===== src/rtl/nn_pkg.sv =====
//------------------------------------------------------------------------------
// nn_pkg : shared Q-format types, FSM encoding and multiply helper for the
//          hidden and output neuron stages.
// Rev 1.0 : initial release
//------------------------------------------------------------------------------
`default_nettype none

package nn_pkg;

  localparam int NN_W    = 20;
  localparam int NN_FRAC = 15;

  typedef enum logic [1:0] {
    ST_IDLE = 2'd0,
    ST_MAC  = 2'd1,
    ST_ACT  = 2'd2,
    ST_OUT  = 2'd3
  } hl_state_t;

  typedef logic signed [NN_W-1:0] q_t;

  // Hidden activations as handed to the output neuron stage
  typedef struct packed {
    q_t n1_1;
    q_t n1_2;
  } hidden_t;

  function automatic q_t q_mul_f(input q_t a, input q_t b);
    logic signed [2*NN_W-1:0] full;
    full = a * b;
    return NN_W'(full >>> NN_FRAC);
  endfunction

endpackage

`default_nettype wire


===== src/rtl/q_mul.sv =====
//------------------------------------------------------------------------------
// q_mul : combinational signed Q-format multiply (full product, >>> FRAC,
//         truncate to W).
// Rev 1.0 : initial release
//------------------------------------------------------------------------------
`default_nettype none

module q_mul
  import nn_pkg::*;
#(
  parameter int W    = NN_W,
  parameter int FRAC = NN_FRAC
) (
  input  logic signed [W-1:0] i_a,
  input  logic signed [W-1:0] i_b,
  output logic signed [W-1:0] o_p
);

  logic signed [2*W-1:0] w_full;

  assign w_full = i_a * i_b;
  // Arithmetic shift keeps negative products floored, then wrap to W bits
  assign o_p    = W'(w_full >>> FRAC);

endmodule

`default_nettype wire


===== src/rtl/hidden_layer_seq.sv =====
//------------------------------------------------------------------------------
// hidden_layer_seq : two-neuron ReLU hidden layer, four MACs sequenced
//                    through one shared q_mul; 5-cycle latency, valid/ready.
// Rev 1.0 : initial release
//------------------------------------------------------------------------------
`default_nettype none

module hidden_layer_seq
  import nn_pkg::*;
#(
  parameter int W    = NN_W,
  parameter int FRAC = NN_FRAC
) (
  input  logic                clk,
  input  logic                rst_n,
  input  logic                in_valid,
  output logic                in_ready,
  input  logic signed [W-1:0] X1,
  input  logic signed [W-1:0] X2,
  input  logic signed [W-1:0] W11,
  input  logic signed [W-1:0] W21,
  input  logic signed [W-1:0] W12,
  input  logic signed [W-1:0] W22,
  input  logic signed [W-1:0] B1,
  input  logic signed [W-1:0] B2,
  output logic signed [W-1:0] N1_1,
  output logic signed [W-1:0] N1_2,
  output logic                out_valid,
  input  logic                out_ready
);

  hl_state_t           r_state;
  hl_state_t           w_state_nxt;
  logic [1:0]          r_idx;
  logic signed [W-1:0] r_x1, r_x2;
  logic signed [W-1:0] r_w11, r_w21, r_w12, r_w22;
  logic signed [W-1:0] r_acc1, r_acc2;
  logic signed [W-1:0] r_n1_1, r_n1_2;
  logic                r_out_valid;
  logic signed [W-1:0] w_mul_a, w_mul_b, w_prod;

  always_ff @(posedge clk or negedge rst_n) begin
    if (!rst_n) r_state <= ST_IDLE;
    else        r_state <= w_state_nxt;
  end

  always_comb begin
    w_state_nxt = r_state;
    in_ready    = 1'b0;
    case (r_state)
      ST_IDLE: begin
        in_ready = 1'b1;
        if (in_valid) w_state_nxt = ST_MAC;
      end
      ST_MAC:  if (r_idx == 2'd3) w_state_nxt = ST_ACT;
      ST_ACT:  w_state_nxt = ST_OUT;
      ST_OUT:  if (out_ready) w_state_nxt = ST_IDLE;
      default: w_state_nxt = ST_IDLE;
    endcase
  end

  // idx0/1 feed neuron 1 (X1,X2), idx2/3 feed neuron 2
  always_comb begin
    w_mul_a = r_idx[0] ? r_x2 : r_x1;
    case (r_idx)
      2'd0:    w_mul_b = r_w11;
      2'd1:    w_mul_b = r_w21;
      2'd2:    w_mul_b = r_w12;
      default: w_mul_b = r_w22;
    endcase
  end

  q_mul #(.W(W), .FRAC(FRAC)) u_q_mul (
    .i_a (w_mul_a),
    .i_b (w_mul_b),
    .o_p (w_prod)
  );

  always_ff @(posedge clk or negedge rst_n) begin
    if (!rst_n) begin
      r_idx       <= 2'd0;
      r_x1        <= '0;
      r_x2        <= '0;
      r_w11       <= '0;
      r_w21       <= '0;
      r_w12       <= '0;
      r_w22       <= '0;
      r_acc1      <= '0;
      r_acc2      <= '0;
      r_n1_1      <= '0;
      r_n1_2      <= '0;
      r_out_valid <= 1'b0;
    end else begin
      case (r_state)
        ST_IDLE: if (in_valid) begin
          r_x1   <= X1;
          r_x2   <= X2;
          r_w11  <= W11;
          r_w21  <= W21;
          r_w12  <= W12;
          r_w22  <= W22;
          r_acc1 <= B1;
          r_acc2 <= B2;
          r_idx  <= 2'd0;
        end
        ST_MAC: begin
          if (!r_idx[1]) r_acc1 <= r_acc1 + w_prod;
          else           r_acc2 <= r_acc2 + w_prod;
          r_idx <= r_idx + 2'd1;
        end
        ST_ACT: begin
          r_n1_1      <= r_acc1[W-1] ? '0 : r_acc1;
          r_n1_2      <= r_acc2[W-1] ? '0 : r_acc2;
          r_out_valid <= 1'b1;
        end
        ST_OUT: if (out_ready) r_out_valid <= 1'b0;
        default: ;
      endcase
    end
  end

  assign N1_1      = r_n1_1;
  assign N1_2      = r_n1_2;
  assign out_valid = r_out_valid;

endmodule

`default_nettype wire


===== config.mk =====
export PLATFORM = sky130hd
export DESIGN_NAME = hidden_layer_seq
export DESIGN_NICKNAME = d
export VERILOG_FILES = /design/src/rtl/nn_pkg.sv /design/src/rtl/q_mul.sv /design/src/rtl/hidden_layer_seq.sv
export SDC_FILE = /design/constraint.sdc
export NUM_CORES = 2
export LEC_CHECK = 0
export BUFFER_PORTS_ARGS = -buffer_cell sky130_fd_sc_hd__buf_2
export CAP_MARGIN = 40
export CORE_ASPECT_RATIO = 0.75
export CORE_MARGIN = 2
export CORE_UTILIZATION = 50
export DETAILED_ROUTE_END_ITERATION = 10
export PLACE_DENSITY = 0.69
export SYNTH_ARGS = -nofsm -noshare
export SYNTH_HDL_FRONTEND = slang
export SYNTH_SLANG_ARGS = --single-unit

===== constraint.sdc =====
create_clock -name clk -period 14.4 [get_ports clk]
set_clock_uncertainty 0.05 [all_clocks]
set_input_delay 0.72 -clock clk [delete_from_list [all_inputs] [get_ports clk]]
set_output_delay 0.72 -clock clk [all_outputs]
set_load 0.01 [all_outputs]

==> results.md <==
* Status: finished, final reports clean
* Worst-Skew Late Latency at 0.55 ns
* Cell area after synthesis at 0.0236 sq mm
* Critical Path Start: r_idx[0]
* Crit-path max FO at 20
* DRC viols at 0
* Vias in the first global route at 18900
* Fin Setup TNS at 0 ns
* Die area at 0.0490 sq mm
* Fmax at 90.7 MHz
* R2r setup slk at 3.37 ns
* DRT antenna net count at 0
* RD Place Congestion at 0.924
* Area Overhead vs Synth at 11.2%
* Slew Viols, Final at 0
* Post-synthesis sequential area ratio at 0.215
* Total iterations of the first detailed-routing run at 6
* Final hold vios at 0
* Required time worst endpoint at 14.82 ns
* Yosys reg bits at 203
* Category of the most critical setup path: reg -> reg
* Row count at 68
* Worst r2r dst: r_acc1[17]
* Die width at 255 microns
* Hold Crit Class: in -> async
* Number of placed I/O pins at 206
* Library cells used by synthesis at 65
* Post-synth EDFFs at 0
* Clock-pin transition on the worst setup and hold timing paths at 0.07 ns
* Final critical-path required period at 11.03 ns
* Most frequent cells in the layout: inv_1 (470), fa_1 (373), nor2_1 (276)
* Main synth FF type: dfrtp_1
* Clock buffer depth at 3
* Setup Buffers After CTS at 0
* Share of cells above drive strength 1 at 0.175
* Largest area contributor in the netlist: fa_1
* CTS tree: built
* Starting Density at 0.510
* Finished Cell Area at 0.0263 sq mm
* Delay-heaviest family, CP: adder cells
* Chip height at 192 microns
* Reg2reg path depth at 39
* Post-CTS Resized at 0
* Initial antenna violation count at 2
* H-Tree Level Count at 1
* Core footprint at 0.0463 sq mm
* # Max-Cap Violations at 0
* Least-Margin Pin Slew at 0.837 ns
* Crit path top cell by count: fa_1
* Post-Route WL at 65.1 mm
* Largest net degree at the start of global routing at 75
* Slowest cell on crit path: dfrtp_2
* Hold-fix buffers, CTS at 0
* Area share of the largest cell type after synthesis at 0.316
* Synth area leaders: fa_1 (32%), dfrtp_1 (22%), ha_1 (8.0%)
* Crit path DAT at 11.44 ns
* Total GRT Usage at 0.276
* IO Port Bufs at 203
* DR WL/cell at 19.9 microns
* First-pass GRT wire length at 103 mm
* Syn Area/Cell at 9.68 sq um
* Commonest non-fill, non-tap cell in the layout: inv_1
* Drt initial violations at 1529
* Vias/cell at 5.41
* Worst setup EP type: flip-flop
* Cts bufs inserted at 22
* Warnings from Yosys at 0
* Clock root buffer: clkbuf_16
* Final period utilization at 0.766
* RSZ-0062 raised after global routing: false
* Via Count at 17700
* Max incr delay on CP at 0.60 ns
* GRT overflow at 0
* Buf+Inv Stages, Crit Path at 6
* Synthesized instance count at 2441
* Fin nets at 3307
* RR Startpoint: r_idx[0]
* DP Wirelength at 53.3 mm
* Setup violations, final at 0
* DP Area at 0.0255 sq mm
* Slew Limit Headroom at 0.426
* Async set or reset register ratio after synthesis at 1.00
* Clock sinks at 203
* Worst setup SP type: flip-flop
-- layer usage --
layer,part of all wire,up-vias,GRT usage,wire (microns)
met1,0.44,8917,0.389,28400
met3,0.079,111,0.0477,5140
met5,0,-,0,0
met4,0.024,0,0.0709,1550
met2,0.46,685,0.442,30000
li1,-,7944,-,-
-- cells by family after synthesis --
logic type,Yosys count,synth area share
AND/OR/NAND/NOR,614,0.108
buffers and inverters,570,0.0912
adder cells (fa/ha/maj),524,0.396
AO/OA/AOI/OAI,258,0.0688
multiplexers,204,0.0942
flip-flops,203,0.215
XOR/XNOR,67,0.0263
other,1,0.000159
-- cells in the mapped netlist (4+ instances only) --
| cell | count |
|---|---|
| a21o_1 | 26 |
| a21oi_1 | 72 |
| a222oi_1 | 13 |
| a22oi_1 | 8 |
| a31oi_1 | 5 |
| and2_1 | 6 |
| buf_1 | 14 |
| buf_2 | 6 |
| clkbuf_1 | 76 |
| dfrtp_1 | 203 |
| fa_1 | 373 |
| ha_1 | 151 |
| inv_1 | 470 |
| mux2_2 | 143 |
| mux2i_1 | 60 |
| nand2_1 | 235 |
| nand2b_1 | 18 |
| nand3_1 | 13 |
| nand3b_1 | 5 |
| nand4_1 | 4 |
| nor2_1 | 276 |
| nor2b_1 | 14 |
| nor3_1 | 13 |
| nor3b_1 | 6 |
| o21a_1 | 7 |
| o21ai_0 | 79 |
| o21ai_1 | 8 |
| o22ai_1 | 6 |
| or2_2 | 12 |
| xnor2_1 | 42 |
| xor2_1 | 22 |
-- how the worst max path moves through the flow --
| stage | endpoint | depth (start not counted) |
|---|---|---|
| after floorplan | r_acc2[19] | 44 |
| after global placement | r_acc1[16] | 37 |
| after detailed placement | r_acc1[17] | 39 |
| after CTS | r_acc1[17] | 39 |
| after global routing | r_acc1[19] | 39 |
| final | r_acc1[17] | 39 |
-- sequential cells by signal, summed over array words and instances (netlist names), 2 cells and up --
name / flops
r_w11: 20
r_w12: 20
r_state: 2
r_acc2: 20
r_w21: 20
N1_2: 19
r_x1: 20
r_acc1: 20
r_x2: 20
r_idx: 2
r_w22: 20
N1_1: 19
-- through the flow --
step	setup slack [ns]	hold slack [ns]	util	cells
after floorplan	3.20	0.374	-	2442
after global placement	3.70	0.439	0.549	3218
after detailed placement	3.48	0.446	0.551	3225
after CTS	3.44	0.143	0.567	3263
after global routing	2.75	0.161	0.567	3265
final	3.37	0.122	0.567	3265
-- layout make-up --
cell class | count | area, sq um
Fill cell | 4075 | 20000
Multi-Input combinational cell | 1669 | 16400
Sequential cell | 203 | 5080
Inverter | 472 | 1770
Timing Repair Buffer | 251 | 1450
Tap cell | 630 | 788
Clock buffer | 29 | 607
Clock inverter | 9 | 130
Antenna cell | 2 | 5.00
Power is left out: the tool's default activity adds up to more than one toggle a clock period on the data nets, which glitch-free logic cannot reach.
